### src/rtl/uart_rx_os_if.sv
// ----------------------------------------------------------------------------
// uart_rx_os_if
// Purpose : AXI4-Stream style bundle carrying received UART words from the
//           receiver (master) to the peripheral/CPU interconnect (slave).
// Signals : tdata  - received data word, DWIDTH bits
//           tuser  - {parity_err, frame_err} belonging to tdata
//           tvalid - word available
//           tready - sink accepts the word this cycle
// ----------------------------------------------------------------------------
`timescale 1ns/1ps
interface uart_rx_os_if #(
  parameter int DWIDTH = 8
);
  logic [DWIDTH-1:0] tdata;
  logic [1:0]        tuser;
  logic              tvalid;
  logic              tready;

  modport master (output tdata, output tuser, output tvalid, input tready);
  modport slave  (input tdata, input tuser, input tvalid, output tready);
endinterface

### src/rtl/uart_rx_os.sv
// ----------------------------------------------------------------------------
// uart_rx_os
// Purpose : Oversampling UART receiver. The serial line is resynchronised,
//           start bits are validated at mid-bit, data/parity/stop bits are
//           sampled at bit centres on an external baud*OSR tick, and each
//           completed frame is pushed with its error flags into a small
//           receive buffer that drives an AXI4-Stream master.
// Ports   : uart_clk        - clock
//           uart_rst_n      - asynchronous active-low reset
//           uart_tick       - one-cycle pulse at baud*OSR; the FSM only moves on it
//           uart_rxd        - serial input, idles high
//           m_axis          - stream master (tdata, tuser={par,frame}, tvalid, tready)
//           uart_busy       - frame in progress
//           uart_parity_err - 1-cycle pulse, parity mismatch on the pushed word
//           uart_frame_err  - 1-cycle pulse, a stop bit was sampled low
//           uart_overrun    - 1-cycle pulse, word dropped because buffer full
// Config  : UART_RX_FIFO_EN defined   -> FIFO_DEPTH-entry order-preserving FIFO
//           UART_RX_FIFO_EN undefined -> single output register
// ----------------------------------------------------------------------------
`timescale 1ns/1ps
module uart_rx_os #(
  parameter int         DWIDTH     = 8,
  parameter int         OSR        = 16,
  parameter logic [1:0] PARTYP     = 2'b00,
  parameter int         STOPB      = 1,
  parameter int         FIFO_DEPTH = 4
) (
  input  logic         uart_clk,
  input  logic         uart_rst_n,
  input  logic         uart_tick,
  input  logic         uart_rxd,
  uart_rx_os_if.master m_axis,
  output logic         uart_busy,
  output logic         uart_parity_err,
  output logic         uart_frame_err,
  output logic         uart_overrun
);

  localparam int SCW = $clog2(OSR);
  localparam int BCW = $clog2(DWIDTH + 1);
  localparam int WW  = DWIDTH + 2;

  localparam logic [SCW-1:0] HALF_LAST = SCW'(OSR / 2 - 1);
  localparam logic [SCW-1:0] FULL_LAST = SCW'(OSR - 1);
  localparam logic [BCW-1:0] DATA_LAST = BCW'(DWIDTH - 1);
  localparam logic [BCW-1:0] STOP_LAST = BCW'(STOPB - 1);
  localparam bit             HAS_PAR   = (PARTYP == 2'b01) || (PARTYP == 2'b10);

  // Elaboration-time guard against parameter sets the datapath cannot handle.
  if ((DWIDTH < 5) || (DWIDTH > 9) || (OSR < 4) || ((OSR % 2) != 0) ||
      (STOPB < 1) || (STOPB > 2) || (FIFO_DEPTH < 2) ||
      ((FIFO_DEPTH & (FIFO_DEPTH - 1)) != 0)) begin : g_param_check
    $error("uart_rx_os: illegal parameter set");
  end

  typedef enum logic [2:0] {
    ST_IDLE,
    ST_START,
    ST_DATA,
    ST_PARITY,
    ST_STOP
  } state_t;

  state_t            state_q, state_d;
  logic [SCW-1:0]    sampleCnt_q, sampleCnt_d;
  logic [BCW-1:0]    bitCnt_q, bitCnt_d;
  logic [DWIDTH-1:0] shift_q, shift_d;
  logic              parErr_q, parErr_d;
  logic              frameErr_q, frameErr_d;
  logic              armed_q, armed_d;
  logic              rxdMeta_q, rxdSync_q;

  logic              push;
  logic              pushParErr;
  logic              pushFrameErr;
  logic              sampleLast;
  logic              stopErr;
  logic [WW-1:0]     pushWord;

  logic              bufValid;
  logic              pop;
  logic              pushOk;
  logic [WW-1:0]     bufWord;

  // Two-flop synchroniser for the asynchronous serial line. It resets to the
  // idle level so a reset never looks like a start bit.
  always_ff @(posedge uart_clk or negedge uart_rst_n) begin
    if (!uart_rst_n) begin
      rxdMeta_q <= 1'b1;
      rxdSync_q <= 1'b1;
    end else begin
      rxdMeta_q <= uart_rxd;
      rxdSync_q <= rxdMeta_q;
    end
  end

  // Receiver state register. Everything here only changes when the next-state
  // logic says so, and that logic holds still between ticks.
  always_ff @(posedge uart_clk or negedge uart_rst_n) begin
    if (!uart_rst_n) begin
      state_q     <= ST_IDLE;
      sampleCnt_q <= '0;
      bitCnt_q    <= '0;
      shift_q     <= '0;
      parErr_q    <= 1'b0;
      frameErr_q  <= 1'b0;
      armed_q     <= 1'b1;
    end else begin
      state_q     <= state_d;
      sampleCnt_q <= sampleCnt_d;
      bitCnt_q    <= bitCnt_d;
      shift_q     <= shift_d;
      parErr_q    <= parErr_d;
      frameErr_q  <= frameErr_d;
      armed_q     <= armed_d;
    end
  end

  // Next-state logic. The start bit is checked half a bit in; from then on the
  // sample counter wraps every OSR ticks so each later sample lands on a bit
  // centre. A frame error disarms the receiver until the line is seen high
  // again, so a held break does not produce a stream of zero words. The push
  // happens on the tick of the last stop sample.
  always_comb begin
    state_d      = state_q;
    sampleCnt_d  = sampleCnt_q;
    bitCnt_d     = bitCnt_q;
    shift_d      = shift_q;
    parErr_d     = parErr_q;
    frameErr_d   = frameErr_q;
    armed_d      = armed_q;
    push         = 1'b0;
    pushParErr   = 1'b0;
    pushFrameErr = 1'b0;
    sampleLast   = (sampleCnt_q == FULL_LAST);
    stopErr      = frameErr_q | ~rxdSync_q;

    if (rxdSync_q) begin
      armed_d = 1'b1;
    end

    if (uart_tick) begin
      case (state_q)
        ST_IDLE: begin
          if (!rxdSync_q && armed_q) begin
            sampleCnt_d = '0;
            bitCnt_d    = '0;
            parErr_d    = 1'b0;
            frameErr_d  = 1'b0;
            state_d     = ST_START;
          end
        end
        ST_START: begin
          if (sampleCnt_q == HALF_LAST) begin
            if (rxdSync_q) begin
              state_d = ST_IDLE;
            end else begin
              sampleCnt_d = '0;
              state_d     = ST_DATA;
            end
          end else begin
            sampleCnt_d = sampleCnt_q + 1'b1;
          end
        end
        ST_DATA: begin
          if (sampleLast) begin
            sampleCnt_d = '0;
            shift_d     = {rxdSync_q, shift_q[DWIDTH-1:1]};
            if (bitCnt_q == DATA_LAST) begin
              bitCnt_d = '0;
              state_d  = HAS_PAR ? ST_PARITY : ST_STOP;
            end else begin
              bitCnt_d = bitCnt_q + 1'b1;
            end
          end else begin
            sampleCnt_d = sampleCnt_q + 1'b1;
          end
        end
        ST_PARITY: begin
          if (sampleLast) begin
            sampleCnt_d = '0;
            parErr_d    = (PARTYP == 2'b01) ? ~(^{shift_q, rxdSync_q})
                                            :  (^{shift_q, rxdSync_q});
            state_d     = ST_STOP;
          end else begin
            sampleCnt_d = sampleCnt_q + 1'b1;
          end
        end
        ST_STOP: begin
          if (sampleLast) begin
            sampleCnt_d = '0;
            frameErr_d  = stopErr;
            if (bitCnt_q == STOP_LAST) begin
              push         = 1'b1;
              pushParErr   = parErr_q;
              pushFrameErr = stopErr;
              state_d      = ST_IDLE;
              if (stopErr) begin
                armed_d = 1'b0;
              end
            end else begin
              bitCnt_d = bitCnt_q + 1'b1;
            end
          end else begin
            sampleCnt_d = sampleCnt_q + 1'b1;
          end
        end
        default: begin
          state_d = ST_IDLE;
        end
      endcase
    end
  end

  assign pushWord = {pushParErr, pushFrameErr, shift_q};

`ifdef UART_RX_FIFO_EN
  localparam int PW = $clog2(FIFO_DEPTH);

  logic [WW-1:0] mem_q [FIFO_DEPTH];
  logic [PW-1:0] wrPtr_q, rdPtr_q;
  logic [PW-1:0] wrPtrNext, rdPtrNext;
  logic          full_q;
  logic          empty;

  assign wrPtrNext    = wrPtr_q + 1'b1;
  assign rdPtrNext    = rdPtr_q + 1'b1;
  assign empty        = (wrPtr_q == rdPtr_q) && !full_q;
  assign bufValid     = !empty;
  assign pop          = bufValid && m_axis.tready;
  assign pushOk       = push && (!full_q || pop);
  assign uart_overrun = push && full_q && !pop;
  assign bufWord      = mem_q[rdPtr_q];

  // FIFO pointers wrap naturally because the depth is a power of two; the
  // separate full flag tells "full" apart from "empty" when they meet. A push
  // and pop in the same cycle leaves the fill level, and so the flag, as is.
  always_ff @(posedge uart_clk or negedge uart_rst_n) begin
    if (!uart_rst_n) begin
      wrPtr_q <= '0;
      rdPtr_q <= '0;
      full_q  <= 1'b0;
    end else begin
      if (pushOk) begin
        wrPtr_q <= wrPtrNext;
      end
      if (pop) begin
        rdPtr_q <= rdPtrNext;
      end
      if (pushOk && !pop) begin
        full_q <= (wrPtrNext == rdPtr_q);
      end else if (pop && !pushOk) begin
        full_q <= 1'b0;
      end
    end
  end

  // Storage needs no reset: the output is masked while the FIFO is empty.
  always_ff @(posedge uart_clk) begin
    if (pushOk) begin
      mem_q[wrPtr_q] <= pushWord;
    end
  end
`else
  logic [WW-1:0] hold_q;
  logic          valid_q;

  assign bufValid     = valid_q;
  assign pop          = valid_q && m_axis.tready;
  assign pushOk       = push && (!valid_q || pop);
  assign uart_overrun = push && valid_q && !m_axis.tready;
  assign bufWord      = hold_q;

  // Single output register. A new word may replace one that is leaving in the
  // same cycle; otherwise an occupied register keeps its word and the new one
  // is dropped.
  always_ff @(posedge uart_clk or negedge uart_rst_n) begin
    if (!uart_rst_n) begin
      hold_q  <= '0;
      valid_q <= 1'b0;
    end else begin
      if (pushOk) begin
        hold_q  <= pushWord;
        valid_q <= 1'b1;
      end else if (pop) begin
        valid_q <= 1'b0;
      end
    end
  end
`endif

  assign m_axis.tvalid   = bufValid;
  assign m_axis.tdata    = bufValid ? bufWord[DWIDTH-1:0] : '0;
  assign m_axis.tuser    = bufValid ? bufWord[WW-1:DWIDTH] : 2'b00;
  assign uart_busy       = (state_q != ST_IDLE);
  assign uart_parity_err = pushParErr;
  assign uart_frame_err  = pushFrameErr;

endmodule

### src/flat_wrapper.sv
// flat-port wrapper written by rule: the top's interface ports become plain ports
module uart_rx_os_flat 
#(
  parameter int         DWIDTH     = 8,
  parameter int         OSR        = 16,
  parameter logic [1:0] PARTYP     = 2'b00,
  parameter int         STOPB      = 1,
  parameter int         FIFO_DEPTH = 4
)
  (uart_clk, uart_rst_n, uart_tick, uart_rxd, uart_busy, uart_parity_err, uart_frame_err, uart_overrun, m_axis_tdata, m_axis_tuser, m_axis_tvalid, m_axis_tready);
  uart_rx_os_if #(.DWIDTH(DWIDTH)) m_axis_i ();
  input  logic uart_clk;
  input  logic uart_rst_n;
  input  logic uart_tick;
  input  logic uart_rxd;
  output logic uart_busy;
  output logic uart_parity_err;
  output logic uart_frame_err;
  output logic uart_overrun;
  output wire logic [$bits(m_axis_i.tdata)-1:0] m_axis_tdata;
  output wire logic [$bits(m_axis_i.tuser)-1:0] m_axis_tuser;
  output wire logic [$bits(m_axis_i.tvalid)-1:0] m_axis_tvalid;
  input wire logic [$bits(m_axis_i.tready)-1:0] m_axis_tready;
  assign m_axis_tdata = m_axis_i.tdata;
  assign m_axis_tuser = m_axis_i.tuser;
  assign m_axis_tvalid = m_axis_i.tvalid;
  assign m_axis_i.tready = m_axis_tready;
  uart_rx_os #(.DWIDTH(DWIDTH), .OSR(OSR), .PARTYP(PARTYP), .STOPB(STOPB), .FIFO_DEPTH(FIFO_DEPTH)) u_core (.uart_clk(uart_clk), .uart_rst_n(uart_rst_n), .uart_tick(uart_tick), .uart_rxd(uart_rxd), .m_axis(m_axis_i), .uart_busy(uart_busy), .uart_parity_err(uart_parity_err), .uart_frame_err(uart_frame_err), .uart_overrun(uart_overrun));
endmodule
### config.mk
export PLATFORM = sky130hd
export DESIGN_NAME = uart_rx_os_flat
export DESIGN_NICKNAME = d
export VERILOG_FILES = /design/src/rtl/uart_rx_os_if.sv /design/src/rtl/uart_rx_os.sv /design/src/flat_wrapper.sv
export SDC_FILE = /design/constraint.sdc
export NUM_CORES = 1
export LEC_CHECK = 0
export ABC_AREA = 1
export ABC_CLOCK_PERIOD_IN_PS = 2500
export BUFFER_PORTS_ARGS = -buffer_cell sky130_fd_sc_hd__clkbuf_2
export CELL_PAD_IN_SITES_DETAIL_PLACEMENT = 0
export CELL_PAD_IN_SITES_GLOBAL_PLACEMENT = 1
export CORE_MARGIN = 4
export CORE_UTILIZATION = 30
export CTS_CLUSTER_DIAMETER = 60
export CTS_CLUSTER_SIZE = 40
export DETAILED_ROUTE_END_ITERATION = 7
export PLACE_DENSITY = 0.62
export SYNTH_ARGS = -nofsm -noshare
export SYNTH_HDL_FRONTEND = slang
export SYNTH_SLANG_ARGS = --single-unit
### constraint.sdc
create_clock -name uart_clk -period 2.5 [get_ports uart_clk]
set_clock_uncertainty 0.2 [all_clocks]
set_input_delay 0.25 -clock uart_clk [delete_from_list [all_inputs] [get_ports uart_clk]]
set_output_delay 0.25 -clock uart_clk [all_outputs]
set_load 0.02 [all_outputs]
==> flow_metrics.tcl <==
set metrics [dict create \
    leakage_nw 1.22 \
    fill_cells 699 \
    ys_types 23 \
    synthArstFlopShare_pct 100 \
    reg2regPathDepth 9 \
    cp.arrival_ns 1.87 \
    finalSetupViolations 0 \
    ant_nets 0 \
    grt_pass1_vias 1521 \
    path_class "reg -> out" \
    setup_tns_ns 0 \
    nNetsFinal 305 \
    hold_viol_final 0 \
    coreArea_um2 6420 \
    antenna_found_initial 0 \
    clk_pin_slew_ns 0.08 \
    drc 0 \
    fin_util_pct 35.4 \
    synth_area_leaders "dfrtp_1, nand2_1, inv_1" \
    synth-edff-count 0 \
    design_area_um2 2280 \
    drv_cap 0 \
    max-vdd-ir-drop_uv 261 \
    rows 29 \
    layout-drive-gt1-share_pct 18.5 \
    io_buffer_count 19 \
    drt_iter0_markers 60 \
    slew_violations 0 \
    dpl_cell_area_um2 2160 \
    insertion_delay_ns 0.29 \
    dr.pass1.iters 4 \
    yosysSeqAreaShare_pct 44.0 \
    slew_headroom_pct 41.1 \
    startpoint_type "flop" \
    start_util_pct 31.1 \
    fin_crit_ns 2.32 \
    worstHoldPathCells 4 \
    netlist_area_um2 2000 \
    synth_top_area_share_pct 40.1 \
    die_w_um 89.6 \
    synth_flop_cell "dfrtp_1" \
    cts_root_buffer "clkbuf_8" \
    total_power_mw 1.58 \
    clockBufferDepth 2 \
    ios 20 \
    cts_tree "done" \
    tightestPinTransition_ns 0.883 \
    timing.final.ws_setup_ns 0.183 \
    ctsHtreeMaxLevel 2 \
    yosysWarnings 0 \
    max_freq_mhz 432 \
    cts_buffers 5 \
    die_h_um 89.6 \
    vias 1638 \
    syn-num-nets 280 \
    syn_inst 272 \
    synth_commonest_cells "nand2_1, inv_1, dfrtp_1" \
    required_ns 2.05 \
    hpwl_um 3080 \
    routabilityCongestion 0.773 \
    syn_avg_cell_area_um2 7.34 \
    routedWlPerCell_um 11.0 \
    clock_sinks 35 \
    syn_to_final_growth_pct 14.0 \
    grt_pass1_wl_um 7100 \
    via_per_inst 4.37 \
    post-place-ws_ns 0.461 \
    end_kind "output pin" \
    die-area_um2 8030 \
    p_per_area_nw_per_um2 695 \
    postCtsSetupBuffers 0 \
    period_share_pct 92.7 \
    antenna_cells 0 \
    hp-class "in -> reg" \
    outcome "complete, no violations" \
    drt-total-wl_um 4120 \
    synth.most_common_cell "nand2_1" \
    overflow 0 \
    track_usage_pct 11.5 \
    ys_ff_latch 35 \
    yosys.area.top_type "dfrtp_1" \
    worstPathMaxFanout 5 \
    grt_max_degree 36 \
]
sequential cells by signal (all words and copies together), names as in the netlist:
signal and count:
u_core.frameErr_q 1, u_core.bufWord 10, u_core.parErr_q 1, u_core.bitCnt_q 4, u_core.rxdMeta_q 1, u_core.shift_q 8
u_core.sampleCnt_q 4, u_core.armed_q 1, u_core.rxdSync_q 1, u_core.state_q 3, u_core.m_axis.tvalid 1
area by class of cell:
type / count / area, um^2 / area share (%)
inverters: 44 / 165 / 7.26
well taps: 77 / 96.3 / 4.23
flip-flops and latches: 35 / 880 / 38.6
clock inverters: 3 / 20.0 / 0.880
clock buffers: 5 / 68.8 / 3.02
multi-input cells: 190 / 931 / 40.9
repair buffers: 21 / 115 / 5.06
cell families (layout without fill, tap and decap cells):
kind of cell / after synthesis / after routing / synth area share [%]
buf+inv: 47 / 73 / 9.59
fa+ha+maj: 3 / 3 / 1.88
compound gates: 32 / 32 / 9.77
xor+xnor: 5 / 5 / 2.19
simple gates: 150 / 150 / 32.5
flops: 35 / 35 / 44.0
critical path, cell delays in order, from the launching register on:
cell and delay (ns):
dfrtp_1 0.39, ha_1 0.21, nand2_2 0.09, nor2_4 0.14, inv_2 0.09, nor2_4 0.10
nand2_1 0.08, nor2_2 0.12, inv_2 0.07, nor2_1 0.09, clkbuf_2 0.18
cells in the final DEF (no fill, tap or decap), drive strengths merged:
master       instances
dfrtp               32
nand3               16
nand4                2
o21ai               28
nor3                 1
nor2                25
clkinvlp             2
dlygate4sd3          2
a21oi                3
clkinv               1
clkbuf              23
inv                 44
buf                  1
o22ai                1
dfstp                3
xnor2                2
xor2                 3
nand2              106
ha                   3
per-layer routing:
layer  global-route usage (%)  wire length, um  part of all wire [%]  up-vias
met5                        0                0                     0        -
met4                     5.28               61                   1.5        0
met3                     2.28              177                   4.3        7
met2                     16.8             1650                    40       22
met1                     16.2             2230                    54      727
li1                         -                -                     -      882
per-stage QoR:
step	cells	hold slack, ns
6_report	375	0.141
4_1_cts	375	0.131
3_3_place_gp	365	0.139
5_1_grt	375	0.163
3_5_place_dp	365	0.139
2_1_floorplan	272	-0.246
power by group:
part	internal, mW	switching [mW]	total (mW)	leakage, nW
Clock	0.194	0.233	0.427	0.0402
Sequential	0.623	0.0579	0.681	0.472
Combinational	0.143	0.331	0.474	0.713
what timing repair did:
action                                 CTS  global route
endpoints found under the hold margin   33             0
setup endpoints to repair                0             3
gates resized for setup                  0             3
hold buffers                             2             0
worst paths after layout:
path	from	to	slack, ns
max reg2reg	u_core.bitCnt_q[0]	u_core.bufWord[6]	0.65
max in group asynchronous	uart_rst_n	u_core.shift_q[4]	1.14
min in group asynchronous	uart_rst_n	u_core.state_q[1]	0.40
min reg2reg	u_core.rxdMeta_q	u_core.rxdSync_q	0.16
max	u_core.sampleCnt_q[0]	uart_overrun	0.18
min	m_axis_tready	u_core.m_axis.tvalid	0.14
Note: power is estimated with default switching activity, not from simulation.
